**src/rtl/uart_instr_rx.sv**
```systemverilog
// UART instruction receiver: two 8N1 bytes (high byte first) form one 15-bit
// instruction, buffered in a first-word-fall-through FIFO with a valid/ready handshake.
module uart_instr_rx #(
  parameter int unsigned BAUD_DIVIDER = 434,
  parameter int unsigned FIFO_DEPTH   = 4,
  parameter int unsigned TIMEOUT_BITS = 20
) (
  input  logic                        clk,
  input  logic                        reset,
  input  logic                        rx,
  output logic [14:0]                 instr_out,
  output logic                        instr_valid,
  input  logic                        instr_ready,
  output logic [$clog2(FIFO_DEPTH):0] fifo_count,
  output logic                        frame_error,
  output logic                        proto_error,
  output logic                        overflow
);

  localparam int unsigned CNT_W      = $clog2(BAUD_DIVIDER);
  localparam int unsigned PTR_W      = $clog2(FIFO_DEPTH);
  localparam int unsigned FCNT_W     = PTR_W + 1;
  localparam int unsigned TMO_CYCLES = TIMEOUT_BITS * BAUD_DIVIDER;
  localparam int unsigned TMO_W      = (TMO_CYCLES > 2) ? $clog2(TMO_CYCLES) : 1;

  // The IDLE cycle that spots the low rxs counts toward the half-bit wait.
  localparam logic [CNT_W-1:0]  START_LAST = CNT_W'(BAUD_DIVIDER / 2 - 2);
  localparam logic [CNT_W-1:0]  BIT_LAST   = CNT_W'(BAUD_DIVIDER - 1);
  localparam logic [TMO_W-1:0]  TMO_LAST   = TMO_W'(TMO_CYCLES - 1);
  localparam logic [FCNT_W-1:0] FULL_CNT   = FCNT_W'(FIFO_DEPTH);

  typedef enum logic [2:0] {
    S_IDLE,
    S_START,
    S_DATA,
    S_STOP,
    S_WAIT_HIGH
  } rx_state_e;

  logic              rx_meta_q;
  logic              rxs_q;
  rx_state_e         state_q;
  logic [CNT_W-1:0]  baud_cnt_q;
  logic [2:0]        bit_cnt_q;
  logic [7:0]        shift_q;
  logic              byte_vld_q;
  logic              frame_error_q;

  logic              expect_lo_q;
  logic [6:0]        hi_q;
  logic [TMO_W-1:0]  tmo_q;
  logic              proto_error_q;

  logic [14:0]       mem_q [FIFO_DEPTH];
  logic [PTR_W-1:0]  wr_ptr_q;
  logic [PTR_W-1:0]  rd_ptr_q;
  logic [FCNT_W-1:0] count_q;
  logic [FCNT_W-1:0] count_d;
  logic [14:0]       head_q;
  logic [14:0]       head_d;
  logic              valid_q;
  logic              overflow_q;

  logic              push_c;
  logic              push_ok_c;
  logic              pop_c;
  logic              full_c;
  logic [14:0]       word_c;

  // Two-flop synchroniser, idles high so reset never looks like a start bit.
  always_ff @(posedge clk or posedge reset) begin
    if (reset) begin
      rx_meta_q <= 1'b1;
      rxs_q     <= 1'b1;
    end else begin
      rx_meta_q <= rx;
      rxs_q     <= rx_meta_q;
    end
  end

  always_ff @(posedge clk or posedge reset) begin
    if (reset) begin
      state_q       <= S_IDLE;
      baud_cnt_q    <= '0;
      bit_cnt_q     <= '0;
      shift_q       <= '0;
      byte_vld_q    <= 1'b0;
      frame_error_q <= 1'b0;
    end else begin
      byte_vld_q    <= 1'b0;
      frame_error_q <= 1'b0;
      case (state_q)
        S_IDLE: begin
          if (!rxs_q) begin
            state_q    <= S_START;
            baud_cnt_q <= '0;
            bit_cnt_q  <= '0;
          end
        end
        S_START: begin
          if (baud_cnt_q == START_LAST) begin
            baud_cnt_q <= '0;
            state_q    <= rxs_q ? S_IDLE : S_DATA;
          end else begin
            baud_cnt_q <= baud_cnt_q + CNT_W'(1);
          end
        end
        S_DATA: begin
          if (baud_cnt_q == BIT_LAST) begin
            baud_cnt_q <= '0;
            shift_q    <= {rxs_q, shift_q[7:1]};
            bit_cnt_q  <= bit_cnt_q + 3'd1;
            if (bit_cnt_q == 3'd7) begin
              state_q <= S_STOP;
            end
          end else begin
            baud_cnt_q <= baud_cnt_q + CNT_W'(1);
          end
        end
        S_STOP: begin
          if (baud_cnt_q == BIT_LAST) begin
            baud_cnt_q <= '0;
            if (rxs_q) begin
              byte_vld_q <= 1'b1;
              state_q    <= S_IDLE;
            end else begin
              frame_error_q <= 1'b1;
              state_q       <= S_WAIT_HIGH;
            end
          end else begin
            baud_cnt_q <= baud_cnt_q + CNT_W'(1);
          end
        end
        S_WAIT_HIGH: begin
          if (rxs_q) begin
            state_q <= S_IDLE;
          end
        end
        default: state_q <= S_IDLE;
      endcase
    end
  end

  // Byte-pair assembler; the low-byte timeout only runs while the line idles.
  always_ff @(posedge clk or posedge reset) begin
    if (reset) begin
      expect_lo_q   <= 1'b0;
      hi_q          <= '0;
      tmo_q         <= '0;
      proto_error_q <= 1'b0;
    end else begin
      proto_error_q <= 1'b0;
      if (frame_error_q) begin
        expect_lo_q <= 1'b0;
      end else if (byte_vld_q) begin
        if (expect_lo_q) begin
          expect_lo_q <= 1'b0;
        end else if (shift_q[7]) begin
          proto_error_q <= 1'b1;
        end else begin
          hi_q        <= shift_q[6:0];
          expect_lo_q <= 1'b1;
          tmo_q       <= '0;
        end
      end else if (expect_lo_q && (state_q == S_IDLE) && rxs_q) begin
        if (tmo_q == TMO_LAST) begin
          proto_error_q <= 1'b1;
          expect_lo_q   <= 1'b0;
        end else begin
          tmo_q <= tmo_q + TMO_W'(1);
        end
      end
    end
  end

  // FIFO next state; head_q mirrors mem at rd_ptr so the output stays registered.
  always_comb begin
    pop_c     = valid_q && instr_ready;
    push_c    = byte_vld_q && expect_lo_q;
    full_c    = (count_q == FULL_CNT);
    push_ok_c = push_c && (!full_c || pop_c);
    word_c    = {hi_q, shift_q};
    count_d   = count_q;
    head_d    = head_q;
    if (push_ok_c && !pop_c) begin
      count_d = count_q + FCNT_W'(1);
    end else if (pop_c && !push_ok_c) begin
      count_d = count_q - FCNT_W'(1);
    end
    if (pop_c) begin
      if (count_q == FCNT_W'(1)) begin
        head_d = push_ok_c ? word_c : 15'h0;
      end else begin
        head_d = mem_q[rd_ptr_q + PTR_W'(1)];
      end
    end else if (push_ok_c && (count_q == '0)) begin
      head_d = word_c;
    end
  end

  always_ff @(posedge clk or posedge reset) begin
    if (reset) begin
      wr_ptr_q   <= '0;
      rd_ptr_q   <= '0;
      count_q    <= '0;
      head_q     <= '0;
      valid_q    <= 1'b0;
      overflow_q <= 1'b0;
    end else begin
      count_q <= count_d;
      head_q  <= head_d;
      valid_q <= (count_d != '0);
      if (push_ok_c) begin
        wr_ptr_q <= wr_ptr_q + PTR_W'(1);
      end
      if (pop_c) begin
        rd_ptr_q <= rd_ptr_q + PTR_W'(1);
      end
      if (push_c && !push_ok_c) begin
        overflow_q <= 1'b1;
      end
    end
  end

  always_ff @(posedge clk) begin
    if (push_ok_c) begin
      mem_q[wr_ptr_q] <= word_c;
    end
  end

  assign instr_out   = head_q;
  assign instr_valid = valid_q;
  assign fifo_count  = count_q;
  assign frame_error = frame_error_q;
  assign proto_error = proto_error_q;
  assign overflow    = overflow_q;

endmodule

```
**config.mk**
```make
export PLATFORM = sky130hd
export DESIGN_NAME = uart_instr_rx
export DESIGN_NICKNAME = d
export VERILOG_FILES = /design/src/rtl/uart_instr_rx.sv
export SDC_FILE = /design/constraint.sdc
export NUM_CORES = 1
export LEC_CHECK = 0
export CAP_MARGIN = 20
export CORE_ASPECT_RATIO = 1.5
export CORE_MARGIN = 8
export CORE_UTILIZATION = 47
export CTS_BUF_LIST = sky130_fd_sc_hd__clkbuf_16
export DETAILED_ROUTE_END_ITERATION = 8
export PLACE_DENSITY_LB_ADDON = 0.2
export SLEW_MARGIN = 20
export SYNTH_ARGS = -nofsm -noshare
export SYNTH_HDL_FRONTEND = slang
export SYNTH_SLANG_ARGS = --single-unit
```
**constraint.sdc**
```tcl
create_clock -name clk -period 5.2 [get_ports clk]
set_clock_uncertainty 0.05 [all_clocks]
set_input_delay 0.78 -clock clk [delete_from_list [all_inputs] [get_ports clk]]
set_output_delay 0.78 -clock clk [all_outputs]
set_load 0.05 [all_outputs]
```
==> Yosys cells after proc, flatten, opt, wreduce, memory -nomap -nowiden <==
Memory sizes are Yosys's and may differ from the RTL's.
Index checks and enable logic that the tools add are counted.
{ "word_totals": {"ff_bits": 74, "latchBits": 0, "ramBits": 60, "rom_bits": 0, "output_inout_bits": 22, "mem_count": 1} }
{ "op_classes": {"add_sub_neg": 7, "n_mul": 0, "div_mod_pow": 0, "n_lt_le_gt_ge": 0, "eq_ne": 19, "n_shift": 0, "mux": 47, "n_bitwise": 3, "reduce_logical": 30} }
{ "mem_list": {"columns": ["memory", "depth", "width", "read_ports", "rd_clocked_by_memory_dff", "write_ports", "line", "rtl"], "rows": [
  ["mem_q", 4, 15, 1, 0, 1, "54", "logic [14:0] mem_q [FIFO_DEPTH];"]
]} }
{ "op_table": {"columns": ["cell", "count"], "rows": [
  ["2-to-1 mux 14 bit", 5],
  ["2-to-1 mux 15 bit", 4],
  ["2-to-1 mux 3 bit", 11],
  ["2-to-1 mux 9 bit", 3],
  ["case mux 9 bit (3 select lines)", 1],
  ["2-to-1 mux 1 bit", 20],
  ["inequality test 2 bit (second input constant)", 9],
  ["case mux 3 bit (5 select lines)", 1],
  ["adder 14 x 1 -> 14 bit (second input constant)", 1],
  ["== test 14 bit (second input constant)", 1],
  ["nonzero test 3 bit", 4],
  ["adder 9 x 1 -> 9 bit (second input constant)", 1],
  ["== test 3 bit (second input constant)", 3],
  ["== test 9 x 8 -> 1 bit (second input constant)", 1],
  ["== test 9 bit (second input constant)", 1],
  ["logical AND 1 bit", 9],
  ["adder 3 x 1 -> 3 bit (second input constant)", 2],
  ["== test 3 x 1 -> 1 bit (second input constant)", 2],
  ["== test 3 x 2 -> 1 bit (second input constant)", 2],
  ["zero test 3 bit", 2],
  ["case mux 3 bit (2 select lines)", 1],
  ["AND reduction 2 bit", 3],
  ["AND reduction 6 bit", 1],
  ["nonzero test 2 bit", 3],
  ["10 further kinds", 15]
]} }

==> Logic depth before layout (Yosys ltp) <==
Gate-level depths: netlist of the first run.
{ "depth": {"depth_word": 9, "mapped_depth": 8, "mapped_depth_nobuf": 7} }

==> Least setup slack after synthesis of the first run <==
Ideal clock, no wire load.
{ "synth_path": {"kind": "flip-flop to flip-flop", "startpoint": "reg count_q[1] (netlist: fifo_count[1])", "endpoint": "mem mem_q[0][0], enable pin", "setup_ns": 0.372, "arrival_ns": 1.891, "slack_ns": 2.887, "stages_incl_launch_ff": 5, "path_buffers": 0, "cell_sequence": "dfrtp_1 > inv_1 > ha_1 > a31oi_1 > and2_1"} }
{ "synth_between": {"elab_chain_cells": 6} }
{ "synth_lines": {"columns": ["element", "line", "rtl"], "rows": [
  ["start, declared", "57", "logic [FCNT_W-1:0] count_q;"],
  ["start signal, assigned", "210", "count_q <= count_d;"],
  ["== test 3 bit", "180", "full_c = (count_q == FULL_CNT);"],
  ["zero test 1 bit", "181", "push_ok_c = push_c && (!full_c || pop_c);"],
  ["logical OR 1 bit", "181", null],
  ["logical AND 1 bit", "181", null],
  ["2-to-1 mux 1 bit", "226", "if (push_ok_c) begin"],
  ["2-to-1 mux 1 bit (implied by the code)", "227", "mem_q[wr_ptr_q] <= word_c;"],
  ["end, declared", "54", null]
]} }
Every way passes these cells.

==> Worst setup path after layout of the first run <==
{ "layout_path": {"startpoint": "in instr_ready", "endpoint": "mem mem_q[1][7], enable pin"} }
{ "layout_between": {"elab_chain_cells": 5} }
{ "layout_lines": {"columns": ["element", "line", "rtl"], "rows": [
  ["start, declared", "13", "input logic instr_ready,"],
  ["logical AND 1 bit", "178", "pop_c = valid_q && instr_ready;"],
  ["logical OR 1 bit", "181", null],
  ["logical AND 1 bit", "181", null],
  ["2-to-1 mux 1 bit", "226", null],
  ["2-to-1 mux 1 bit (implied by the code)", "227", null]
]} }
Every way passes these cells.

==> results of run 1 <==
synth_stat cells (all sizes together) (5+ instances only):
| master | n | area share |
|---|---|---|
| mux2 | 16 | 0.031 |
| clkbuf | 11 | 0.0070 |
| a22oi | 17 | 0.024 |
| nor2 | 26 | 0.017 |
| dfrtp | 72 | 0.31 |
| nor3 | 9 | 0.0077 |
| nor4 | 7 | 0.010 |
| nand3b | 6 | 0.0077 |
| buf | 6 | 0.0083 |
| and2 | 7 | 0.0077 |
| nand2 | 44 | 0.028 |
| inv | 10 | 0.0064 |
| a22o | 5 | 0.0075 |
| mux4 | 15 | 0.058 |
| a21o | 6 | 0.0079 |
| and3 | 5 | 0.0055 |
| o21ai | 42 | 0.036 |
| a21oi | 10 | 0.0092 |
| ha | 13 | 0.028 |
| edfxtp | 60 | 0.31 |
| nand3 | 16 | 0.014 |
flip-flops by register name, summed over array words and instances (netlist names):
name         count
overflow         1
frame_error      1
instr_valid      1
hi_q             7
expect_lo_q      1
baud_cnt_q       9
instr_out       15
mem_q           60
fifo_count       3
wr_ptr_q         2
proto_error      1
rxs_q            1
byte_vld_q       1
bit_cnt_q        3
shift_q          8
state_q          3
rx_meta_q        1
rd_ptr_q         2
tmo_q           14
stage by stage:
step,hold WS (ns),instances,instance area [sq um],utilization
finish,0.305,643,6900,0.559
global placement,0.296,611,6260,0.508
floorplan,0.295,444,5870,-
detailed placement,0.297,611,6260,0.508
CTS,0.306,643,6890,0.559
global route,0.313,643,6900,0.559
routing by layer:
metal  vias up  GRT usage  wire length [um]
met5         -          0                 0
met4         0     0.0492               150
met3        16     0.0471               419
met2        66      0.233              5400
met1      1805      0.163              4570
li1       1736          -                 -
cells by family (layout without fill, tap and decap cells):
| logic type | after synthesis | after routing |
|---|---|---|
| AOI/OAI and AO/OA | 94 | 94 |
| xor gates and xnor gates | 4 | 4 |
| adders and majority gates | 13 | 13 |
| buffers and inverters | 27 | 70 |
| DFF | 134 | 134 |
| muxes | 33 | 33 |
| and+or+nand+nor | 139 | 139 |
power groups by stage:
stage | Combinational (W) | Clock (W) | Sequential, W
2_1_floorplan | 0.00000919 | 0 | 0.00112
3_3_place_gp | 0.0000159 | 0 | 0.00112
3_5_place_dp | 0.0000164 | 0 | 0.00112
4_1_cts | 0.0000163 | 0.00128 | 0.00110
5_1_grt | 0.0000182 | 0.00132 | 0.00110
6_report | 0.0000152 | 0.00125 | 0.00110
layout make-up:
type                            count  area (sq um)  area share
Clock buffer                       17           425      0.0617
Sequential cell                   134          3660       0.530
Inverter                           10          38.8     0.00563
Timing Repair Buffer               28           273      0.0396
Clock inverter                     15           201      0.0292
Multi-Input combinational cell    283          2110       0.305
Tap cell                          156           195      0.0283
worst max path at each step:
stage | end | slack, ns
after detailed placement | mem_q[1][0] | 2.14
after global placement | mem_q[1][0] | 2.25
after floorplan | baud_cnt_q[0] | 2.49
after global routing | mem_q[1][7] | 2.46
final | mem_q[1][7] | 2.58
after CTS | mem_q[1][7] | 2.58
critical path: cells and delay by family:
family,cells,cell delay (ns)
buf+inv,1,0.47
compound gates,1,0.51
simple gates,2,0.83
==> PnR_summary.wiki, run 1 <==
{| class="wikitable"
! Metric !! Value
|-
| Most frequent cells in the layout || sky130_fd_sc_hd__dfrtp_1 (72), sky130_fd_sc_hd__edfxtp_1 (60), sky130_fd_sc_hd__nand2_1 (44), sky130_fd_sc_hd__o21ai_0 (33)
|-
| Later-pin clock latency in the skew report || 0.41 ns
|-
| Endpoint class of the critical path || register
|-
| Complex-gate fraction of the synthesized area || 0.104
|-
| Die Area || 16400 sq um
|-
| Adder-Cell Fraction of Synth Area || 0.0277
|-
| Cell-by-cell listing of the critical path || clkdlybuf4s50_1, nand2_1, a31oi_1, and2_1
|-
| Timing-limited maximum frequency || 382 MHz
|-
| Slew at the pin closest to its max-slew limit || 0.945 ns
|-
| Core Box Area || 12300 sq um
|-
| Simple-Gate Fraction of Synth Area || 0.127
|-
| FF-to-FF End || mem_q[1][7]
|-
| Warnings from Yosys || 0
|-
| Slowest Stage Delay on Critical Path || 0.68 ns
|-
| Peak supply drop || 0.000251 V
|-
| Summed negative setup slack over all endpoints || 0 ns
|-
| Routability cong. || 0.814
|-
| # resized after CTS || 0
|-
| Net switching power of the design || 0.000462 W
|-
| Share of final-layout standard cells stronger than drive strength 1 || 0.172
|-
| Die width || 107 um
|-
| CTS hold repair buffers || 0
|-
| Portion of netlist area occupied by mux cells || 0.0916
|-
| Antenna Violating Nets Remaining || 0
|-
| Final Hold Viols || 0
|-
| Buffers on Ports || 25
|-
| Number of antenna violations at the first check in global routing || 0
|-
| Fraction of power spent switching nets || 0.195
|-
| Xor and xnor area share after synthesis || 0.00596
|-
| Cell internal power dissipation || 0.00191 W
|-
| Remaining Overflow, GRT || 0
|-
| Overall power consumption || 0.00237 W
|-
| Total iterations of the first detailed-routing run || 4
|-
| Final net count || 491
|-
| Count of vias placed by the detailed router || 3623
|-
| Register area share after synthesis || 0.622
|-
| Height of the chip || 153 um
|-
| CP startpoint kind || input port
|-
| Drt initial violations || 122
|-
| CP startpoint || instr_ready
|-
| CP Max Fanout || 15
|-
| Clock tree from TritonCTS || done
|-
| Master cell of the clock root buffer || sky130_fd_sc_hd__clkbuf_16
|-
| End point of the worst hold path || rxs_q
|-
| Reg2Reg Launch Point || fifo_count[0]
|-
| Endpoint arrival time on the critical path || 2.60 ns
|-
| Count of buffers added by post-CTS timing repair for setup || 0
|-
| Largest family of logic cells by synthesized area || simple AND/OR/NAND/NOR gates
|-
| Critical setup path kind || in2reg
|-
| Count of endpoints failing setup in the final report || 0
|-
| Setup repair after global routing missed its margin || false
|-
| Avg Synthesized Cell Area || 13.2 sq um
|-
| Clock power frac || 0.529
|-
| Routed wire length per instance || 16.4 um
|-
| Worst path slowest cell || sky130_fd_sc_hd__and2_1
|-
| Number of global-route vias before repair || 3717
|-
| Worst slack at placement || 2.14 ns
|-
| Largest net degree at the start of global routing || 49
|-
| Most used flip-flop cell after synthesis || sky130_fd_sc_hd__dfrtp_1
|-
| Worst hold path stage count || 0
|-
| Depth of the worst register-to-register path || 4
|-
| Min-delay src || rx_meta_q
|-
| Site row count || 50
|-
| Power density of the placed cells || 344 nW/um^2
|-
| Number of synthesized flops with an enable pin || 60
|-
| Static Leak || 2.85 nW
|-
| CTS sink cnt || 134
|-
| First-pass GRT wire length || 18.3 mm
|-
| Portion of total power attributed to combinational logic || 0.006
|-
| Synth-to-Final Area Change || 17.4%
|-
| Synth unique cells || 56
|-
| R2R setup slack || 2.77 ns
|-
| Number of synthesized register bits || 134
|-
| Remaining routing DRC violations || 0
|-
| # H-tree levels || 4
|-
| Max Slew Vio Count || 0
|-
| Post-layout minimum cycle time || 2.62 ns
|-
| Synthesized net count || 461
|-
| Clock buffers created by TritonCTS || 17
|-
| Cell count after synthesis || 444
|-
| Run status || completed
|-
| Hold/Removal Path Class || reg2reg
|-
| CP Data Required Time || 5.18 ns
|-
| Fillers || 1002
|-
| Buffer levels on the longest clock path || 2
|-
| Combined global-route utilization of all metal layers || 0.140
|-
| Sum of net half-perimeters after detailed placement || 7.34 mm
|-
| Worst slew margin relative to its limit || 0.367
|-
| Clock-pin transition on the worst setup and hold timing paths || 0.05 ns
|-
| Detailed-route wire length || 10.5 mm
|-
| Netlist area before placement || 5870 sq um
|-
| Leading cell type in the layout, fill and taps excluded || sky130_fd_sc_hd__dfrtp_1
|-
| Via/cell ratio || 5.63
|-
| Final worst setup slack || 2.58 ns
|-
| Effective utilization at floorplan || 0.477
|-
| Top Ports || 26
|-
| Share of flip-flops with an asynchronous set or reset after synthesis || 0.552
|-
| Max-cap violations || 0
|-
| Ratio of final minimum period to clock period || 0.503
|-
| Sequential fraction of design power || 0.465
|-
| Antenna diode count || 0
|}
Power figures use the tool's default switching activity.
==> run 2: changes to the inputs <==
==> constraint.sdc (replaced) <==
create_clock -name clk -period 2.3 [get_ports clk]
set_clock_uncertainty 0.05 [all_clocks]
set_input_delay 0.345 -clock clk [delete_from_list [all_inputs] [get_ports clk]]
set_output_delay 0.345 -clock clk [all_outputs]
set_load 0.05 [all_outputs]
==> PnR_summary.wiki, run 2 (synthesized netlist as in run 1, its figures left out) <==
{| class="wikitable"
! Metric !! Value
|-
| Largest Register || mem_q
|-
| CTS sink cnt || 134
|-
| Reg2Reg Launch Point || baud_cnt_q[0]
|-
| Endpoint arrival time on the critical path || 1.79 ns
|-
| Die Area || 16400 sq um
|-
| DR top layer || met4
|-
| Remaining routing DRC violations || 0
|-
| Worst path slowest cell || sky130_fd_sc_hd__clkdlybuf4s50_1
|-
| Routed met1 length || 4.79 mm
|-
| CP Max Fanout || 9
|-
| Sequential fraction of design power || 0.473
|-
| Hold/Removal Path Class || in2async
|-
| Sum of net half-perimeters after detailed placement || 7.49 mm
|-
| Max-cap violations || 0
|-
| Area after DPL || 6460 sq um
|-
| CP delay by family, top || buffers and inverters
|-
| Static Leak || 2.95 nW
|-
| Count of vias placed by the detailed router || 3714
|-
| Total iterations of the first detailed-routing run || 4
|-
| Critical setup path kind || reg2out
|-
| Die width || 107 um
|-
| Master cell of the clock root buffer || sky130_fd_sc_hd__clkbuf_16
|-
| Via/cell ratio || 5.59
|-
| Top Ports || 26
|-
| Leading cell type in the layout, fill and taps excluded || sky130_fd_sc_hd__dfrtp_1
|-
| Max Slew Vio Count || 0
|-
| Worst slack at placement || 0.0793 ns
|-
| Final cell count without fillers || 664
|-
| Setup repair after global routing missed its margin || false
|-
| Number of buffers and inverters on the critical path || 1
|-
| Remaining Overflow, GRT || 0
|-
| Drt initial violations || 121
|-
| Count of endpoints failing setup in the final report || 0
|-
| Clock tree from TritonCTS || done
|-
| Buffers on Ports || 25
|-
| Detail Route met2 WL || 5.84 mm
|-
| Slew at the pin closest to its max-slew limit || 0.716 ns
|-
| Buffer levels on the longest clock path || 2
|-
| Run status || completed
|-
| Combined global-route utilization of all metal layers || 0.150
|-
| Final standard cell area without fillers || 7080 sq um
|-
| Timing-limited maximum frequency || 457 MHz
|-
| Peak supply drop || 0.000596 V
|-
| Routed met3 length || 491 um
|-
| First-pass GRT wire length || 19.3 mm
|-
| Number of global-route vias before repair || 3857
|-
| CP startpoint kind || register
|-
| Antenna diode count || 0
|-
| Net switching power of the design || 0.00106 W
|-
| Endpoint class of the critical path || output port
|-
| # resized after CTS || 0
|-
| Crit path depth || 1
|-
| Count of buffers added by post-CTS timing repair for setup || 0
|-
| CP Data Required Time || 1.90 ns
|-
| Fraction of power spent switching nets || 0.201
|-
| Portion of total power attributed to combinational logic || 0.007
|-
| Final net count || 512
|-
| FF-to-FF End || baud_cnt_q[5]
|-
| Clock buffers created by TritonCTS || 17
|-
| Later-pin clock latency in the skew report || 0.41 ns
|-
| CTS hold repair buffers || 0
|-
| Effective utilization at floorplan || 0.477
|-
| Worst slew margin relative to its limit || 0.522
|-
| Detailed-route wire length || 11.3 mm
|-
| Number of antenna violations at the first check in global routing || 0
|-
| Most frequent cells in the layout || sky130_fd_sc_hd__dfrtp_1 (72), sky130_fd_sc_hd__edfxtp_1 (60), sky130_fd_sc_hd__nand2_1 (44), sky130_fd_sc_hd__o21ai_0 (33), sky130_fd_sc_hd__clkdlybuf4s50_1 (25)
|-
| Depth of the worst register-to-register path || 7
|-
| Slowest Stage Delay on Critical Path || 0.88 ns
|-
| Cell-by-cell listing of the critical path || clkdlybuf4s50_1
|-
| CP startpoint || fifo_count[2]
|-
| Height of the chip || 153 um
|-
| Antenna Violating Nets Remaining || 0
|-
| Ratio of final minimum period to clock period || 0.952
|-
| Final Hold Viols || 0
|-
| Site row count || 50
|-
| Final worst setup slack || 0.111 ns
|-
| Clock-pin transition on the worst setup and hold timing paths || 0.06 ns
|-
| Post-layout minimum cycle time || 2.19 ns
|-
| Routed wire length per instance || 17.1 um
|-
| Share of final-layout standard cells stronger than drive strength 1 || 0.219
|-
| Clock power frac || 0.520
|-
| Number of placed instances with taps included || 632
|-
| Cell internal power dissipation || 0.00421 W
|-
| Routability cong. || 0.838
|-
| Power density of the placed cells || 745 nW/um^2
|-
| Largest net degree at the start of global routing || 46
|-
| Number of flip-flops in the largest register || 60
|-
| # H-tree levels || 4
|-
| R2R setup slack || 0.14 ns
|-
| Capturing element of the worst setup path || fifo_count[2]
|-
| Core Box Area || 12300 sq um
|-
| Synth-to-Final Area Change || 20.4%
|-
| Fillers || 982
|}
==> run 2: cell types whose count changed in the layout (fill, tap and decap cells not counted), moves of 2 or more <==
cell / previous run / this run
sky130_fd_sc_hd__clkinv_4: 2 / 4
sky130_fd_sc_hd__and2_1: 6 / 2
sky130_fd_sc_hd__clkinv_2: 3 / 1
sky130_fd_sc_hd__buf_12: 0 / 3
sky130_fd_sc_hd__inv_6: 4 / 2
sky130_fd_sc_hd__buf_4: 3 / 21
sky130_fd_sc_hd__clkinvlp_4: 2 / 4
sky130_fd_sc_hd__and2_2: 1 / 5
==> run 2: metal layers <==
metal,GRT usage,vias to the layer above
li1,-,1777
met1,0.172,1841
met2,0.252,74
met3,0.0408,22
met4,0.0667,0
met5,0,-
==> run 2: how the worst min path moves through the flow <==
stage / start / endpoint / slack (ns) / cells past startpoint
finish: reset / baud_cnt_q[4] / 0.13 / 2
global route: reset / baud_cnt_q[4] / 0.15 / 2
CTS: reset / baud_cnt_q[1] / 0.12 / 2
detailed placement: rx_meta_q / rxs_q / 0.30 / 0
global placement: rx_meta_q / rxs_q / 0.30 / 0
floorplan: rx_meta_q / rxs_q / 0.30 / 0
==> run 2: cell type report <==
| type | count | area [sq um] | share of cell area |
|---|---|---|---|
| inverters | 10 | 37.5 | 0.00531 |
| flip-flops and latches | 134 | 3660 | 0.517 |
| clock inverters | 15 | 181 | 0.0256 |
| clock buffers | 17 | 425 | 0.0601 |
| multi-input cells | 283 | 2110 | 0.298 |
| repair buffers | 49 | 468 | 0.0661 |
| well taps | 156 | 195 | 0.0276 |
==> run 2: stage by stage <==
step	total power (W)	hold WS, ns	setup TNS (ns)	util
finish	0.00527	0.134	0	0.574
global route	0.00545	0.154	0	0.574
CTS	0.00534	0.124	0	0.574
detailed placement	0.00258	0.299	0	0.524
global placement	0.00258	0.297	-1.75	0.524
floorplan	0.00256	0.295	0	-
==> run 2: power groups by stage <==
stage / clock network (W) / registers (W) / logic, W
after floorplan: 0 / 0.00254 / 0.0000208
after global placement: 0 / 0.00254 / 0.0000412
after detailed placement: 0 / 0.00254 / 0.0000419
after CTS: 0.00280 / 0.00249 / 0.0000419
after global routing: 0.00291 / 0.00249 / 0.0000462
final: 0.00274 / 0.00249 / 0.0000391
==> run 2: worst register-to-register path, delay by kind of cell, from the launching register on <==
kind                       cells  cell delay (ns)
AOI/OAI and AO/OA              2             0.43
buffers and inverters          1             0.18
adders and majority gates      1             0.24
and+or+nand+nor                3             0.74
DFF                            1             0.41
==> run 3: changes to the inputs <==
--- a/config.mk
+++ b/config.mk
@@ -9,7 +9,8 @@
 export CORE_ASPECT_RATIO = 1.5
 export CORE_MARGIN = 8
 export CORE_UTILIZATION = 47
-export CTS_BUF_LIST = sky130_fd_sc_hd__clkbuf_16
+export CTS_BUF_LIST = sky130_fd_sc_hd__clkbuf_2
+export CTS_CLUSTER_SIZE = 40
 export DETAILED_ROUTE_END_ITERATION = 8
 export PLACE_DENSITY_LB_ADDON = 0.2
 export SLEW_MARGIN = 20
==> PnR_summary.wiki, run 3 (synthesized netlist as in run 1, its figures left out) <==
{| class="wikitable"
! Metric !! Value
|-
| Run status || completed
|-
| Met2 GRT Util || 0.252
|-
| CTS sink cnt || 134
|-
| First-pass GRT wire length || 19.1 mm
|-
| Endpoint arrival time on the critical path || 2.71 ns
|-
| Slew at the pin closest to its max-slew limit || 0.750 ns
|-
| Via/cell ratio || 5.57
|-
| Timing-limited maximum frequency || 456 MHz
|-
| Combined global-route utilization of all metal layers || 0.148
|-
| Fillers || 1032
|-
| Largest Register || mem_q
|-
| Buffers on Ports || 25
|-
| Core Box Area || 12300 sq um
|-
| FF-to-FF End || baud_cnt_q[5]
|-
| Number of antenna violations at the first check in global routing || 1
|-
| Worst hold path stage count || 3
|-
| Fraction of power spent switching nets || 0.226
|-
| Leading cell type in the layout, fill and taps excluded || sky130_fd_sc_hd__dfrtp_1
|-
| Clock-pin transition on the worst setup and hold timing paths || 0.19 ns
|-
| Static Leak || 2.92 nW
|-
| Number of global-route vias before repair || 3837
|-
| Die Area || 16400 sq um
|-
| Reg2Reg Launch Point || baud_cnt_q[0]
|-
| Total iterations of the first detailed-routing run || 4
|-
| Min-delay src || instr_ready
|-
| Net switching power of the design || 0.000911 W
|-
| Critical setup path kind || reg2reg
|-
| Met1 capacity usage during global routing || 0.169
|-
| Share of final-layout standard cells stronger than drive strength 1 || 0.222
|-
| Final net count || 514
|-
| Met3 usage || 0.0442
|-
| Final Hold Viols || 0
|-
| Clock buffers created by TritonCTS || 17
|-
| Clock tree from TritonCTS || done
|-
| Drt initial violations || 116
|-
| Synth-to-Final Area Change || 14.5%
|-
| Antenna Violating Nets Remaining || 0
|-
| Area after DPL || 6460 sq um
|-
| Peak supply drop || 0.000395 V
|-
| Post-layout minimum cycle time || 2.19 ns
|-
| Final standard cell area without fillers || 6730 sq um
|-
| Clock power frac || 0.372
|-
| Hold/Removal Path Class || in2reg
|-
| Count of vias placed by the detailed router || 3715
|-
| Routed wire length per instance || 16.9 um
|-
| Later-pin clock latency in the skew report || 0.66 ns
|-
| CP Max Fanout || 8
|-
| Final cell count without fillers || 667
|-
| CP startpoint kind || register
|-
| Worst slew margin relative to its limit || 0.500
|-
| Setup repair after global routing missed its margin || true
|-
| Portion of total power attributed to combinational logic || 0.010
|-
| Routability cong. || 0.838
|-
| Effective utilization at floorplan || 0.477
|-
| R2R setup slack || 0.11 ns
|-
| Count of endpoints failing setup in the final report || 0
|-
| Largest net degree at the start of global routing || 46
|-
| Max Slew Vio Count || 0
|-
| Die width || 107 um
|-
| Power density of the placed cells || 599 nW/um^2
|-
| Buffer levels on the longest clock path || 2
|-
| Remaining routing DRC violations || 0
|-
| Depth of the worst register-to-register path || 7
|-
| Ratio of final minimum period to clock period || 0.954
|-
| CP Data Required Time || 2.81 ns
|-
| Sequential fraction of design power || 0.618
|-
| Overall power consumption || 0.00403 W
|-
| Number of flip-flops in the largest register || 60
|-
| Global routing's busiest layer || met2
|-
| # H-tree levels || 4
|-
| End point of the worst hold path || rd_ptr_q[0]
|-
| Remaining Overflow, GRT || 0
|-
| Height of the chip || 153 um
|-
| Most frequent cells in the layout || sky130_fd_sc_hd__dfrtp_1 (72), sky130_fd_sc_hd__edfxtp_1 (60), sky130_fd_sc_hd__nand2_1 (44), sky130_fd_sc_hd__o21ai_0 (33), sky130_fd_sc_hd__nor2_1 (24)
|-
| Cell internal power dissipation || 0.00312 W
|-
| Site row count || 50
|-
| Number of placed instances with taps included || 632
|-
| Sum of net half-perimeters after detailed placement || 7.49 mm
|-
| Endpoint class of the critical path || register
|-
| Post-layout utilization of the core || 0.546
|-
| Master cell of the clock root buffer || sky130_fd_sc_hd__clkbuf_2
|-
| Top Ports || 26
|-
| Max-cap violations || 0
|-
| Detailed-route wire length || 11.3 mm
|}
run 3: cell count changes in the layout (fill, tap and decap cells not counted):
cell / change
sky130_fd_sc_hd__clkbuf_16: -17
sky130_fd_sc_hd__clkbuf_2: +19
sky130_fd_sc_hd__clkdlybuf4s50_1: -22
sky130_fd_sc_hd__diode_2: +1
sky130_fd_sc_hd__dlygate4sd2_1: +21
sky130_fd_sc_hd__dlygate4sd3_1: +2
sky130_fd_sc_hd__inv_1: -1
run 3: critical path: stages (launching register included):
cell and delay (ns):
sky130_fd_sc_hd__dfrtp_1 0.46, sky130_fd_sc_hd__ha_2 0.24, sky130_fd_sc_hd__nand4_1 0.16, sky130_fd_sc_hd__or4b_4 0.53, sky130_fd_sc_hd__a22oi_4 0.19, sky130_fd_sc_hd__buf_4 0.17
sky130_fd_sc_hd__nor2_1 0.05, sky130_fd_sc_hd__a211o_1 0.26
run 3: how the worst max path moves through the flow:
stage	endpoint	from	slack (ns)
5_1_grt	baud_cnt_q[7]	baud_cnt_q[0]	-0.006
6_report	baud_cnt_q[5]	baud_cnt_q[0]	0.11
4_1_cts	fifo_count[2]	fifo_count[2]	0.04
3_3_place_gp	instr_out[0]	instr_ready	-0.13
3_5_place_dp	mem_q[2][8]	instr_ready	0.08
2_1_floorplan	baud_cnt_q[0]	reset	0.03
run 3: layout make-up:
type	count	area, sq um	area share
clock buffers	18	90.1	0.0134
diodes	1	2.50	0.000372
well taps	156	195	0.0290
repair buffers	51	457	0.0679
clock inverters	14	178	0.0264
multi-input cells	283	2110	0.314
inverters	10	37.5	0.00558
flip-flops and latches	134	3660	0.543
run 3: stage by stage:
stage	TNS, ns	setup slack [ns]	hold slack (ns)
floorplan	0	0.0267	0.295
global placement	-1.75	-0.127	0.297
detailed placement	0	0.0793	0.299
CTS	0	0.0432	0.231
global route	-0.00625	-0.00625	0.251
finish	0	0.105	0.307
run 3: power groups by stage:
stage	clock [W]	sequential (W)	combinational, W
finish	0.00150	0.00249	0.0000415
global route	0.00168	0.00249	0.0000492
CTS	0.00156	0.00249	0.0000444
detailed placement	0	0.00254	0.0000419
global placement	0	0.00254	0.0000412
floorplan	0	0.00254	0.0000208
run 3: metal layers:
metal	vias to the layer above	part of all wire
met5	-	0
met1	1854	0.42
li1	1780	-
met4	0	0.0097
met2	73	0.52
met3	8	0.044
run 3: what timing repair did:
action / in CTS / in global routing
pin swaps: 0 / 0
setup buffers: 0 / 0
resized for setup: 22 / 4
setup endpoints to repair: 22 / 5
hold buffers: 2 / 0
endpoints found under the hold margin: 10 / 0
